`config.mk`:
```
export PLATFORM = sky130hd
export DESIGN_NAME = timing_mode_ctrl
export DESIGN_NICKNAME = d
export VERILOG_FILES = /design/src/rtl/timing_mode_ctrl_pkg.sv /design/src/rtl/timing_mode_ctrl_cfg_check.sv /design/src/rtl/timing_mode_ctrl.sv
export SDC_FILE = /design/constraint.sdc
export NUM_CORES = 1
export LEC_CHECK = 0
export BUFFER_PORTS_ARGS = -buffer_cell sky130_fd_sc_hd__buf_4
export CAP_MARGIN = 20
export CELL_PAD_IN_SITES_DETAIL_PLACEMENT = 2
export CELL_PAD_IN_SITES_GLOBAL_PLACEMENT = 2
export CORE_MARGIN = 3
export CORE_UTILIZATION = 33
export DETAILED_ROUTE_END_ITERATION = 10
export PLACE_DENSITY_LB_ADDON = 0.1
export SYNTH_ARGS = -nofsm -noshare
export SYNTH_HDL_FRONTEND = slang
export SYNTH_HIERARCHICAL = 1
export SYNTH_SLANG_ARGS = --single-unit
```
`constraint.sdc`:
```
create_clock -name clk -period 4.36 [get_ports clk]
set_clock_uncertainty 0.05 [all_clocks]
set_input_delay 0.872 -clock clk [delete_from_list [all_inputs] [get_ports clk]]
set_output_delay 0.872 -clock clk [all_outputs]
set_load 0.02 [all_outputs]
```
`src/rtl/timing_mode_ctrl_pkg.sv`:
```
// Shared definitions for the timing configuration sequencer.
//   - Field widths of the eight timing parameters.
//   - Shadow register address map.
//   - timing_cfg_t: one complete parameter set.
//   - tmc_state_e: sequencer states.
package timing_pkg;

  localparam int HT_W = 12;  // h_total, h_size
  localparam int HS_W = 11;  // h_sync, h_start
  localparam int VT_W = 11;  // v_total, v_size
  localparam int VS_W = 10;  // v_sync, v_start

  localparam logic [2:0] ADDR_H_TOTAL = 3'd0;
  localparam logic [2:0] ADDR_H_SIZE  = 3'd1;
  localparam logic [2:0] ADDR_H_SYNC  = 3'd2;
  localparam logic [2:0] ADDR_H_START = 3'd3;
  localparam logic [2:0] ADDR_V_TOTAL = 3'd4;
  localparam logic [2:0] ADDR_V_SIZE  = 3'd5;
  localparam logic [2:0] ADDR_V_SYNC  = 3'd6;
  localparam logic [2:0] ADDR_V_START = 3'd7;

  typedef struct packed {
    logic [HT_W-1:0] h_total;
    logic [HT_W-1:0] h_size;
    logic [HS_W-1:0] h_sync;
    logic [HS_W-1:0] h_start;
    logic [VT_W-1:0] v_total;
    logic [VT_W-1:0] v_size;
    logic [VS_W-1:0] v_sync;
    logic [VS_W-1:0] v_start;
  } timing_cfg_t;

  typedef enum logic [1:0] {
    IDLE,
    WAIT_FRAME,
    HOLD,
    WAIT_LOCK
  } tmc_state_e;

endpackage

```
`src/rtl/timing_mode_ctrl_cfg_check.sv`:
```
// Combinational validator for a timing parameter set.
//   cfg_i   : candidate parameter set
//   valid_o : high when totals >= 2, sync widths fit inside the totals and
//             start+size does not exceed the total (sums computed one bit
//             wider than the total so they never wrap).
module timing_cfg_check
  import timing_pkg::*;
(
  input  timing_cfg_t cfg_i,
  output logic        valid_o
);

  localparam int HE_W = HT_W + 1;
  localparam int VE_W = VT_W + 1;

  logic [HE_W-1:0] h_end;
  logic [VE_W-1:0] v_end;

  always_comb begin
    h_end   = HE_W'(cfg_i.h_size) + HE_W'(cfg_i.h_start);
    v_end   = VE_W'(cfg_i.v_size) + VE_W'(cfg_i.v_start);
    valid_o = (cfg_i.h_total >= HT_W'(2))
           && (cfg_i.v_total >= VT_W'(2))
           && (HT_W'(cfg_i.h_sync) < cfg_i.h_total)
           && (VT_W'(cfg_i.v_sync) < cfg_i.v_total)
           && (h_end <= HE_W'(cfg_i.h_total))
           && (v_end <= VE_W'(cfg_i.v_total));
  end

endmodule

```
`src/rtl/timing_mode_ctrl.sv`:
```
// Configuration sequencer for the video timing generator.
// Ports:
//   clk, rst_n         : clock, synchronous active-low reset
//   wr_en/addr/data    : host writes into the shadow parameter set
//   commit             : request to apply the shadow set
//   err_clr            : clears sticky timeout_err / lock_err
//   synco              : generator sync bus {vsync,hsync,de}
//   tg_rst_n           : active-low reset to the generator
//   h_*/v_*            : active timing parameters
//   vs_reset           : constant VS_RESET
//   busy, locked, done : sequencer status (done is a 1-cycle pulse)
//   cfg_err            : 1-cycle pulse on a rejected commit
//   timeout_err        : sticky, no frame boundary while waiting to apply
//   lock_err           : sticky, no vsync after an apply
module timing_mode_ctrl
  import timing_pkg::*;
#(
  parameter int unsigned RST_CYCLES  = 16,
  parameter int unsigned TIMEOUT     = 2**22,
  parameter int unsigned DEF_H_TOTAL = 2200,
  parameter int unsigned DEF_H_SIZE  = 1920,
  parameter int unsigned DEF_H_SYNC  = 44,
  parameter int unsigned DEF_H_START = 192,
  parameter int unsigned DEF_V_TOTAL = 1125,
  parameter int unsigned DEF_V_SIZE  = 1080,
  parameter int unsigned DEF_V_SYNC  = 5,
  parameter int unsigned DEF_V_START = 41,
  parameter int unsigned VS_RESET    = 0
) (
  input  logic            clk,
  input  logic            rst_n,
  input  logic            wr_en,
  input  logic [2:0]      wr_addr,
  input  logic [11:0]     wr_data,
  input  logic            commit,
  input  logic            err_clr,
  input  logic [2:0]      synco,
  output logic            tg_rst_n,
  output logic [HT_W-1:0] h_total,
  output logic [HT_W-1:0] h_size,
  output logic [HS_W-1:0] h_sync,
  output logic [HS_W-1:0] h_start,
  output logic [VT_W-1:0] v_total,
  output logic [VT_W-1:0] v_size,
  output logic [VS_W-1:0] v_sync,
  output logic [VS_W-1:0] v_start,
  output logic [22:0]     vs_reset,
  output logic            busy,
  output logic            locked,
  output logic            done,
  output logic            cfg_err,
  output logic            timeout_err,
  output logic            lock_err
);

  localparam int TMR_W = $clog2(TIMEOUT) + 1;
  localparam int CNT_W = $clog2(RST_CYCLES) + 1;

  localparam timing_cfg_t DEF_CFG = '{
    h_total: HT_W'(DEF_H_TOTAL),
    h_size:  HT_W'(DEF_H_SIZE),
    h_sync:  HS_W'(DEF_H_SYNC),
    h_start: HS_W'(DEF_H_START),
    v_total: VT_W'(DEF_V_TOTAL),
    v_size:  VT_W'(DEF_V_SIZE),
    v_sync:  VS_W'(DEF_V_SYNC),
    v_start: VS_W'(DEF_V_START)
  };

  tmc_state_e  state_q, state_d;
  logic [CNT_W-1:0] hold_cnt_q, hold_cnt_d;
  logic [TMR_W-1:0] timer_q, timer_d;
  logic        vs_q;
  timing_cfg_t shadow_q, shadow_d;
  timing_cfg_t snap_q, snap_d;
  timing_cfg_t pend_cfg_q, pend_cfg_d;
  timing_cfg_t active_q, active_d;
  logic        pend_q, pend_d;
  logic        tg_rst_n_q, tg_rst_n_d;
  logic        locked_q, locked_d;
  logic        done_q, done_d;
  logic        cfg_err_q, cfg_err_d;
  logic        tmo_err_q, tmo_err_d;
  logic        lock_err_q, lock_err_d;

  logic        shadow_valid;
  logic        vs_rise;
  logic        tmr_expired;
  logic        start_apply;
  logic        unused_ok;

  timing_cfg_check u_check (
    .cfg_i   (shadow_q),
    .valid_o (shadow_valid)
  );

  assign vs_rise     = synco[2] & ~vs_q;
  assign tmr_expired = (timer_q == TMR_W'(TIMEOUT - 1));
  assign unused_ok   = ^synco[1:0];

  always_comb begin
    state_d     = state_q;
    hold_cnt_d  = hold_cnt_q;
    timer_d     = (timer_q == '1) ? timer_q : timer_q + 1'b1;
    shadow_d    = shadow_q;
    snap_d      = snap_q;
    pend_cfg_d  = pend_cfg_q;
    active_d    = active_q;
    pend_d      = pend_q;
    tg_rst_n_d  = tg_rst_n_q;
    locked_d    = locked_q;
    done_d      = 1'b0;
    cfg_err_d   = 1'b0;
    tmo_err_d   = tmo_err_q;
    lock_err_d  = lock_err_q;
    start_apply = 1'b0;

    if (wr_en) begin
      case (wr_addr)
        ADDR_H_TOTAL: shadow_d.h_total = wr_data[HT_W-1:0];
        ADDR_H_SIZE:  shadow_d.h_size  = wr_data[HT_W-1:0];
        ADDR_H_SYNC:  shadow_d.h_sync  = wr_data[HS_W-1:0];
        ADDR_H_START: shadow_d.h_start = wr_data[HS_W-1:0];
        ADDR_V_TOTAL: shadow_d.v_total = wr_data[VT_W-1:0];
        ADDR_V_SIZE:  shadow_d.v_size  = wr_data[VT_W-1:0];
        ADDR_V_SYNC:  shadow_d.v_sync  = wr_data[VS_W-1:0];
        ADDR_V_START: shadow_d.v_start = wr_data[VS_W-1:0];
      endcase
    end

    // Error sets below override this clear.
    if (err_clr) begin
      tmo_err_d  = 1'b0;
      lock_err_d = 1'b0;
    end

    if (commit && !shadow_valid) begin
      cfg_err_d = 1'b1;
    end

    // A valid commit while busy queues its snapshot behind the current apply.
    if (commit && shadow_valid && (state_q != IDLE)) begin
      pend_d     = 1'b1;
      pend_cfg_d = shadow_q;
    end

    case (state_q)
      IDLE: begin
        // A fresh commit supersedes a queued snapshot.
        if (commit && shadow_valid) begin
          snap_d      = shadow_q;
          start_apply = 1'b1;
        end else if (pend_q) begin
          snap_d      = pend_cfg_q;
          start_apply = 1'b1;
        end
        if (start_apply) begin
          pend_d  = 1'b0;
          timer_d = '0;
          state_d = WAIT_FRAME;
        end
      end
      WAIT_FRAME: begin
        if (vs_rise || tmr_expired) begin
          if (!vs_rise) begin
            tmo_err_d = 1'b1;
          end
          state_d    = HOLD;
          hold_cnt_d = '0;
          tg_rst_n_d = 1'b0;
          locked_d   = 1'b0;
          active_d   = snap_q;
        end
      end
      HOLD: begin
        hold_cnt_d = hold_cnt_q + 1'b1;
        if (hold_cnt_q == CNT_W'(RST_CYCLES - 1)) begin
          tg_rst_n_d = 1'b1;
          timer_d    = '0;
          state_d    = WAIT_LOCK;
        end
      end
      WAIT_LOCK: begin
        if (vs_rise) begin
          locked_d = 1'b1;
          done_d   = 1'b1;
          state_d  = IDLE;
        end else if (tmr_expired) begin
          lock_err_d = 1'b1;
          state_d    = IDLE;
        end
      end
    endcase
  end

  always_ff @(posedge clk) begin
    if (!rst_n) begin
      state_q    <= HOLD;
      hold_cnt_q <= '0;
      timer_q    <= '0;
      vs_q       <= 1'b0;
      shadow_q   <= DEF_CFG;
      snap_q     <= DEF_CFG;
      pend_cfg_q <= DEF_CFG;
      active_q   <= DEF_CFG;
      pend_q     <= 1'b0;
      tg_rst_n_q <= 1'b0;
      locked_q   <= 1'b0;
      done_q     <= 1'b0;
      cfg_err_q  <= 1'b0;
      tmo_err_q  <= 1'b0;
      lock_err_q <= 1'b0;
    end else begin
      state_q    <= state_d;
      hold_cnt_q <= hold_cnt_d;
      timer_q    <= timer_d;
      vs_q       <= synco[2];
      shadow_q   <= shadow_d;
      snap_q     <= snap_d;
      pend_cfg_q <= pend_cfg_d;
      active_q   <= active_d;
      pend_q     <= pend_d;
      tg_rst_n_q <= tg_rst_n_d;
      locked_q   <= locked_d;
      done_q     <= done_d;
      cfg_err_q  <= cfg_err_d;
      tmo_err_q  <= tmo_err_d;
      lock_err_q <= lock_err_d;
    end
  end

  assign tg_rst_n    = tg_rst_n_q;
  assign h_total     = active_q.h_total;
  assign h_size      = active_q.h_size;
  assign h_sync      = active_q.h_sync;
  assign h_start     = active_q.h_start;
  assign v_total     = active_q.v_total;
  assign v_size      = active_q.v_size;
  assign v_sync      = active_q.v_sync;
  assign v_start     = active_q.v_start;
  assign vs_reset    = 23'(VS_RESET);
  assign busy        = (state_q != IDLE);
  assign locked      = locked_q;
  assign done        = done_q;
  assign cfg_err     = cfg_err_q;
  assign timeout_err = tmo_err_q;
  assign lock_err    = lock_err_q;

endmodule

```
==> impl_metrics.ini, run 1 <==
[route]
wl_mm = 69.2
drc = 0
drt-wirelength-per-cell_um = 22.6
vias_per_cell = 5.37
first_iter_violations = 739
vias = 16439
first_pass_iters = 5
ant_nets = 0

[setup_path]
crit_family = compound AO/OA/AOI/OAI gates
cp_num_buf_inv = 6
start_kind = register
critPathCaptureType = register
rr_worst_depth = 23
crit_type = reg -> reg
slowest_stage = dfxtp_2
critPathMostFrequentCell = buf_12
regToRegSetupSlack_ns = -0.09
timing.rr.start = shadow_q[0]
critical_path.max_fanout = 7
critPathRequiredTime_ns = 4.72
r2r-end = pend_cfg_q[33]
max_stage_delay_ns = 0.37
crit_chain = ha_4, inv_1, fa_2, nor2b_1, o21ai_1, a21o_1, a21oi_2, mux2i_1, o2111ai_1, ha_2, a211oi_2, o2111ai_2, o22ai_2, o211ai_1, nor3_4, buf_6, buf_12, buf_12, nand3_4, buf_12, buf_12, nand2_1, nand3_1
arrival_ns = 4.81

[grt]
track_usage = 0.224
grt_pass1_vias = 17386
grt_pass1_wl_mm = 100
use_met2 = 0.404
antenna_found_initial = 3
globalRouteMet3Util = 0.0305
busiest_layer = met2
gr-usage-met1 = 0.283
grt_max_degree = 117
overflow = 0

[synthesis]
avgSynthCellArea_sq_um = 8.09
ys_warn_count = 6
synthDistinctLibCells = 81
syn_inst = 2189
yosysTopAreaCell = dfxtp_1
synth_area_leaders = dfxtp_1, nand2_1, a21oi_1
synth_enable_flop_cells = 0
netlist.area_leader.share = 0.441
synth-async-reset-ratio = 0
ys_ff_latch = 390
syn_area_sq_um = 17700
ys_seq_area_frac = 0.441
synthFlopType = dfxtp_1

[final_layout]
nNetsFinal = 2436
layout-drive-gt1-share = 0.208
utilization = 0.429
final_common_cell = nand2_1
num_antenna_cells = 0
design_area_sq_um = 22700
layout_common_cells = nand2_1, dfxtp_1, buf_4
area_growth_pct = 28.0

[clock_network]
clock_latency_ns = 0.59
clockBufferDepth = 3
clock-root-buffer = clkbuf_16
clkSinkCount = 390
cts_tree = built
clkTransAtPathRegs_ns = 0.06
cts_hold_buf = 0
numCtsBuffers = 47
h-tree-depth = 2

[sta]
worst_pin_slew_ns = 1.14
finalMaxSlewViolations = 0
finalHoldViolCount = 0
post-route-min-period_ns = 4.45
period_share = 1.02
relSlewSlack = 0.235
setup_viol = 93
setup_ws_ns = -0.0890
rsz0062_at_grt = yes
fmax_ghz = 0.225

[min_path]
min_path_cells = 2
hold_path.class = reg -> reg
min_from = h_sync[10]
holdPathEnd = h_sync[10]

[die]
die_area_sq_um = 56500
core.rowCount = 84
die_h_um = 238
coreArea_sq_um = 52900
die_width_um = 238
initial_utilization = 0.335
io_pins = 141

[flow_run]
drv_cap = 0

[placed_design]
io_buffers = 115
gp_congestion = 0.839
placed_cell_area_sq_um = 19400
dp_hpwl_mm = 41.6
dp_slack_ns = -0.480

[power]
p_leak_nw = 8.92
power_mw = 11.0
peakVddDrop_mv = 0.304
power.density_nw_per_um2 = 485

[outcome]
status = finished with violations
violations = negative setup slack
[report_power, final]
| group | switching [mW] | internal (mW) | total (mW) |
|---|---|---|---|
| combinational | 1.74 | 1.23 | 2.97 |
| sequential | 0.196 | 3.82 | 4.02 |
| clock | 1.58 | 2.44 | 4.02 |
| total | 3.51 | 7.49 | 11.0 |
[routing by layer]
metal  vias up  part of all wire
li1       7794                 -
met1      8320              0.43
met2       230              0.51
met3        91             0.032
met4         4             0.022
met5         -           0.00040
[per-stage QoR]
stage / hold WS, ns / TNS (ns) / cells
after detailed placement: 0.402 / -71.58 / 2919
after CTS: 0.411 / -0.793 / 3025
after global routing: 0.422 / -23.88 / 3060
after floorplan: 0.387 / 0 / 2211
final: 0.405 / -2.78 / 3060
after global placement: 0.392 / -50.65 / 2919
[cell type report]
| type | count | area, sq um |
|---|---|---|
| fillers | 5791 | 30200 |
| multi-input cells | 1562 | 9410 |
| flip-flops and latches | 390 | 7820 |
| repair buffers | 267 | 2740 |
| clock buffers | 74 | 1450 |
| well taps | 688 | 861 |
| inverters | 73 | 279 |
| clock inverters | 6 | 108 |
[sequential cells by signal (all words and copies together), names as in the netlist]
name and count:
done 1, h_total 12, pend_q 1, pend_cfg_q 88
lock_err 1, timeout_err 1, snap_q 88, h_sync 11
v_size 11, hold_cnt_q 5, cfg_err 1, state_q 2
timer_q 23, locked 1, h_size 12, v_start 10
tg_rst_n 1, v_total 11, vs_q 1, h_start 11
shadow_q 88, v_sync 10
[cell usage after synthesis (4+ instances only)]
library cell / instances
o22ai_1: 4
xor2_1: 10
buf_1: 11
a211oi_1: 10
inv_1: 73
nand2_1: 597
or4_1: 7
nand2b_1: 11
nand3_1: 138
a21o_1: 15
and3_1: 7
and2_1: 4
clkbuf_1: 119
or3_1: 7
nor2_1: 120
ha_1: 70
o21ai_0: 43
clkbuf_2: 11
o21bai_1: 4
o311ai_0: 27
dfxtp_1: 390
nor3_1: 13
nor4_1: 7
o21ai_1: 11
o211ai_1: 6
buf_6: 9
nand4_1: 12
xnor2_1: 13
nor2b_1: 11
a21oi_1: 184
o311ai_1: 27
mux2i_1: 64
buf_4: 24
a311oi_1: 63
[worst max-delay path by stage]
stage,slack [ns],cells past startpoint,endpoint,from
after detailed placement,-0.48,21,pend_cfg_q[18],shadow_q[20]
after CTS,-0.05,24,pend_cfg_q[28],shadow_q[42]
final,-0.09,23,pend_cfg_q[33],shadow_q[0]
after global routing,-0.22,22,snap_q[47],shadow_q[42]
after floorplan,0.03,22,pend_cfg_q[12],shadow_q[0]
after global placement,-0.36,21,pend_cfg_q[64],shadow_q[20]
[cell families after synthesis]
| family | Yosys count | synth area share |
|---|---|---|
| flops | 390 | 0.441 |
| simple gates | 952 | 0.229 |
| mux | 64 | 0.0362 |
| xor+xnor | 23 | 0.0114 |
| compound gates | 428 | 0.160 |
| other cells | 1 | 0.000212 |
| buf+inv | 259 | 0.0709 |
| fa+ha+maj | 72 | 0.0517 |
[worst reg2reg max path, cell delays in order, from the launching register on]
cell	delay, ns
dfxtp_2	0.37
ha_4	0.17
inv_1	0.06
fa_2	0.35
nor2b_1	0.13
o21ai_1	0.11
a21o_1	0.24
a21oi_2	0.20
mux2i_1	0.23
o2111ai_1	0.17
ha_2	0.24
a211oi_2	0.22
o2111ai_2	0.16
o22ai_2	0.15
o211ai_1	0.16
nor3_4	0.16
buf_6	0.16
buf_12	0.13
buf_12	0.15
nand3_4	0.11
buf_12	0.20
buf_12	0.15
nand2_1	0.11
nand3_1	0.11
[what timing repair did]
action,4_1_cts,5_1_grt
setup endpoints to repair,202,201
pin swaps,13,90
buffers inserted,19,23
gates cloned,8,16
gates resized for setup,43,188
Note: power is estimated with default switching activity, not from simulation.
==> inputs of run 2 (changes only) <==
Settings changed: ABC_AREA from default to 1, CORE_UTILIZATION 33 to 31.
==> run 2 against run 1 <==
Effect of this change:
- the run now ends clean
- register-to-register slack improved by 0.40 ns
- sequential cell count unchanged
- combinational power decreased by 38%
- critical path depth unchanged
- cell count increased by 2.6%
- routed wire length decreased by 9.4%
- total power decreased by 9.7%
- largest cell class unchanged
- clock power about the same
- count of clock-buffer cells in the layout decreased by 1
- area after synthesis decreased by 2.4%
- core utilization decreased by 5.2 points
==> impl_metrics.ini, run 2 <==
[outcome]
status = complete, no violations

[synthesis]
synth_compound_area_frac = 0.146
synthAdderAreaFrac = 0.0530
syn_area_sq_um = 17300
synth_enable_flop_cells = 0
synth-async-reset-ratio = 0
synth_most_common_cell = nand2_1
ys_seq_area_frac = 0.452
synth_top_family_by_area = simple AND/OR/NAND/NOR gates
syn_inst = 2307
ys_warn_count = 6
synth_mux_area_frac = 0
netlist_top_cells_count = nand2_1, dfxtp_1, nor2_1
synthXorXnorAreaFrac = 0.0172
ys_ff_latch = 390
synth_area_leaders = dfxtp_1, nand2_1, nand3_1
synth-simple-area-share = 0.252
yosysTopAreaCell = dfxtp_1
avgSynthCellArea_sq_um = 7.49
synthDistinctLibCells = 47
synthFlopType = dfxtp_1
netlist.area_leader.share = 0.452

[route]
wl_met2_mm = 29.7
vias_per_cell = 5.05
wl_met3_mm = 1.68
met1Wirelength_mm = 30.3
wl_mm = 62.7
vias = 15869
drc = 0
drt-wirelength-per-cell_um = 20.0
top_layer = met4
first_pass_iters = 4
first_iter_violations = 643
ant_nets = 0

[min_path]
holdPathEnd = v_sync[2]
hold_path.class = reg -> reg
min_from = v_sync[2]
min_path_cells = 2

[clock_network]
cts_hold_buf = 0
cts_tree = built
clkTransAtPathRegs_ns = 0.07
h-tree-depth = 2
clock-root-buffer = clkbuf_16
clock_latency_ns = 0.59
clkSinkCount = 390
clockBufferDepth = 3
numCtsBuffers = 47

[setup_path]
regToRegSetupSlack_ns = 0.31
max_stage_delay_ns = 0.39
critical_path.max_fanout = 40
critPathCaptureType = register
critPathMostFrequentCell = nand2_1
rr_worst_depth = 23
arrival_ns = 4.42
timing.rr.start = shadow_q[42]
r2r-end = pend_cfg_q[65]
crit_type = reg -> reg
start_kind = register
slowest_stage = fa_1
crit_chain = ha_1, inv_1, fa_1, nand3b_1, nand2_2, a21oi_1, xnor2_1, ha_1, nand2_1, inv_1, nand2_1, nor3b_1, nand4_1, nand2_1, nand2_1, nor2_4, nand2_4, buf_4, nor2_4, inv_2, buf_6, nand2_1, a21oi_1
critPathRequiredTime_ns = 4.73

[final_layout]
utilization = 0.377
fillers = 6354
layout-drive-gt1-share = 0.119
layout_common_cells = nand2_1, dfxtp_1, nor2_1
nNetsFinal = 2461
area_growth_pct = 18.7
regArea_sq_um = 7810
multi_input_comb_area_sq_um = 8230
design_area_sq_um = 20500
num_antenna_cells = 0
final_common_cell = nand2_1
largestRegisters = pend_cfg_q: 88 flops, shadow_q: 88 flops, snap_q: 88 flops

[sta]
fmax_ghz = 0.247
worst_pin_slew_ns = 0.873
finalHoldViolCount = 0
finalMaxSlewViolations = 0
setup_viol = 0
relSlewSlack = 0.418
period_share = 0.928
post-route-min-period_ns = 4.05
rsz0062_at_grt = no

[placed_design]
dp_hpwl_mm = 41.5
gp_congestion = 0.856
placed_cell_area_sq_um = 18800
io_buffers = 115

[grt]
grt_pass1_vias = 16817
antenna_found_initial = 0
track_usage = 0.206
grt_max_degree = 172
overflow = 0
grt_pass1_wl_mm = 97.4

[power]
peakVddDrop_mv = 0.240
p_leak_nw = 8.54
power.density_nw_per_um2 = 484

[die]
initial_utilization = 0.317
coreArea_sq_um = 54500
io_pins = 141
die_h_um = 242
die_area_sq_um = 58600
die_width_um = 242
core.rowCount = 85

[flow_run]
drv_cap = 0
## run 2: changes by cell type in the layout (fill, tap and decap cells not counted), moves of 20 or more
cell / change
o311ai_1: -20
a311oi_1: -51
nor2_1: +117
a31oi_1: +59
a21oi_2: -23
o21ai_0: +91
inv_1: +69
mux2i_1: -64
nand3_1: +80
buf_4: -65
## run 2: cell families after synthesis
kind of cell	count (synthesis)
simple gates	1050
compound gates	439
flops	390
buf+inv	321
fa+ha+maj	72
xor+xnor	34
other cells	1
## run 2: final cells by class
class	instances	share of cell area
multi-input combinational	1618	0.401
sequential	390	0.381
clock buffer	73	0.0705
timing repair buffer	159	0.0685
tap	739	0.0451
inverter	150	0.0279
clock inverter	12	0.00580
## run 2: stage by stage
stage                     cells  setup TNS (ns)  worst slack [ns]  power (mW)  hold slack [ns]
after CTS                  3132               0            0.0274        10.0            0.407
after detailed placement   3047           -2.29            -0.151        5.95            0.398
after global placement     3046               0            0.0184        5.85            0.388
final                      3141               0             0.315        9.93            0.408
after global routing       3141               0           0.00425        10.5            0.434
after floorplan            2329               0             0.724        5.27            0.380
## run 2: critical path, delay by kind of cell (launching register included)
kind / cells / cell delay, ns
flops: 1 / 0.36
compound gates: 2 / 0.17
simple gates: 12 / 1.63
buf+inv: 5 / 0.64
fa+ha+maj: 3 / 0.88
xor+xnor: 1 / 0.13
## run 2: how the worst max path moves through the flow
stage / from / end / slack, ns / cells past startpoint
floorplan: shadow_q[0] / snap_q[43] / 0.72 / 28
global placement: shadow_q[64] / snap_q[0] / 0.02 / 23
detailed placement: shadow_q[64] / snap_q[72] / -0.15 / 23
CTS: shadow_q[64] / pend_cfg_q[65] / 0.03 / 24
global route: shadow_q[42] / snap_q[65] / 0.004 / 25
finish: shadow_q[42] / pend_cfg_q[65] / 0.31 / 23
## run 2: layer usage
layer	GRT usage	vias up
li1	-	7683
met1	0.280	7951
met2	0.348	168
met3	0.0301	67
met4	0.0426	0
met5	0	-
## run 2: where the power goes
group	internal, mW	switching [mW]	leakage [nW]
sequential	3.88	0.217	3.16
combinational	0.588	1.26	4.61
clock	2.39	1.60	0.770
total	6.85	3.07	8.54
## run 2: repair_timing
item                                    4_1_cts  5_1_grt
setup buffers                                 0        5
resized for setup                             2       14
pin swaps                                     0        4
cloned                                        0        4
endpoints found under the setup margin       27      198
==> inputs of run 3 (changes only) <==
Settings changed: CELL_PAD_IN_SITES_DETAIL_PLACEMENT 2 to 1, CELL_PAD_IN_SITES_GLOBAL_PLACEMENT 2 to 1, CORE_UTILIZATION 31 to 40, GPL_ROUTABILITY_DRIVEN from default to 0.
==> run 3 against run 2 <==
Effect of this change:
- total power decreased by 1.4%
- count of clock-buffer cells in the layout decreased by 6
- first-iteration DRC count increased by 62%
==> impl_metrics.ini, run 3 (synthesis results as in run 2) <==
[die]
core.rowCount = 75
die_width_um = 214
initial_utilization = 0.408
io_pins = 141
die_area_sq_um = 45700
coreArea_sq_um = 42300
die_h_um = 214

[route]
vias = 15938
wl_met2_mm = 26.8
wl_mm = 59.0
met1Wirelength_mm = 28.5
vias_per_cell = 5.34
first_pass_iters = 5
first_iter_violations = 1043
drc = 0
wl_met3_mm = 2.79
drt-wirelength-per-cell_um = 19.8
top_layer = met4
ant_nets = 0

[setup_path]
critical_path.max_fanout = 8
critPathRequiredTime_ns = 4.80
start_kind = register
critPathCaptureType = register
arrival_ns = 4.59
crit_type = reg -> reg

[grt]
grt_pass1_wl_mm = 88.2
grt_pass1_vias = 15755
antenna_found_initial = 1
grt_max_degree = 232
track_usage = 0.241
overflow = 0

[placed_design]
placed_cell_area_sq_um = 18500
io_buffers = 115
dp_slack_ns = -0.0295
dp_hpwl_mm = 36.1

[clock_network]
numCtsBuffers = 45
clock_latency_ns = 0.58
clock-root-buffer = clkbuf_16
clkTransAtPathRegs_ns = 0.06
cts_hold_buf = 0
h-tree-depth = 2
cts_tree = built
clockBufferDepth = 3
clkSinkCount = 390

[sta]
finalHoldViolCount = 0
fmax_ghz = 0.241
relSlewSlack = 0.257
post-route-min-period_ns = 4.15
period_share = 0.951
setup_viol = 0
finalMaxSlewViolations = 0
setup_ws_ns = 0.215
worst_pin_slew_ns = 1.11

[outcome]
status = complete, no violations

[final_layout]
regArea_sq_um = 7810
layout-drive-gt1-share = 0.123
fillers = 5202
nNetsFinal = 2470
largestRegisters = pend_cfg_q: 88 flops, shadow_q: 88 flops, snap_q: 88 flops
multi_input_comb_area_sq_um = 8240
layout_common_cells = nand2_1, dfxtp_1, nor2_1
final_common_cell = nand2_1
area_growth_pct = 18.2
num_antenna_cells = 0
design_area_sq_um = 20400
utilization = 0.482

[flow_run]
drv_cap = 0

[power]
p_leak_nw = 8.58
power_mw = 9.79
peakVddDrop_mv = 0.252
power.density_nw_per_um2 = 479

[min_path]
hold_path.class = reg -> reg
run 3: changes by cell type in the layout (fill, tap and decap cells not counted), sizes merged:
cell	previous run	this run
buf	156	162
bufinv	2	1
clkbuf	76	75
clkinv	8	7
clkinvlp	2	1
inv	150	151
run 3: area by class of cell:
class,instances,share of cell area
sequential,390,0.383
clock buffer,67,0.0667
inverter,150,0.0281
clock inverter,10,0.00398
tap,577,0.0354
multi-input combinational,1618,0.404
timing repair buffer,170,0.0797
run 3: worst max-delay path: stages, from the launching register on:
cell	delay, ns
dfxtp_2	0.38
ha_2	0.20
inv_1	0.07
fa_2	0.35
nand3b_1	0.18
nand2_2	0.12
a31oi_2	0.12
nor2_1	0.12
nor2_1	0.06
xnor2_1	0.21
ha_1	0.28
a21oi_1	0.16
nor2_1	0.07
nor3_2	0.15
nand2_1	0.07
nand2_1	0.08
nand2_1	0.10
nor2_4	0.13
nand2_4	0.10
nand2_1	0.10
inv_1	0.08
nor2_4	0.15
buf_12	0.14
clkbuf_16	0.18
o21ai_0	0.13
a31oi_1	0.28
run 3: per-stage QoR:
step | instances | setup TNS [ns] | hold WS (ns)
after floorplan | 2329 | 0 | 0.380
after global placement | 2880 | 0 | 0.390
after detailed placement | 2880 | -0.0346 | 0.403
after CTS | 2959 | 0 | 0.412
after global routing | 2982 | -0.813 | 0.428
final | 2982 | 0 | 0.408
run 3: path summary, 6_finish.rpt:
kind	from	to	slack [ns]	cells after the start
worst max register to register	shadow_q[42]	snap_q[75]	0.21	25
worst min register to register	h_size[4]	h_size[4]	0.41	2
worst min-delay path	h_size[4]	h_size[4]	0.41	2
worst max-delay path	shadow_q[42]	snap_q[75]	0.21	25
run 3: where the power goes:
group / switching [mW] / internal [mW]
Sequential: 0.215 / 3.88
Clock: 1.54 / 2.20
Combinational: 1.27 / 0.681
run 3: repair_timing:
action / CTS / global route
pin swaps: 1 / 8
buffers inserted: 1 / 12
setup endpoints to repair: 10 / 196
gates cloned: 1 / 11
resized for setup: 2 / 35
run 3: metal layers:
layer,global-route usage,vias up
met4,0.0538,0
met5,0,-
met3,0.0297,66
li1,-,7706
met1,0.348,7839
met2,0.388,327
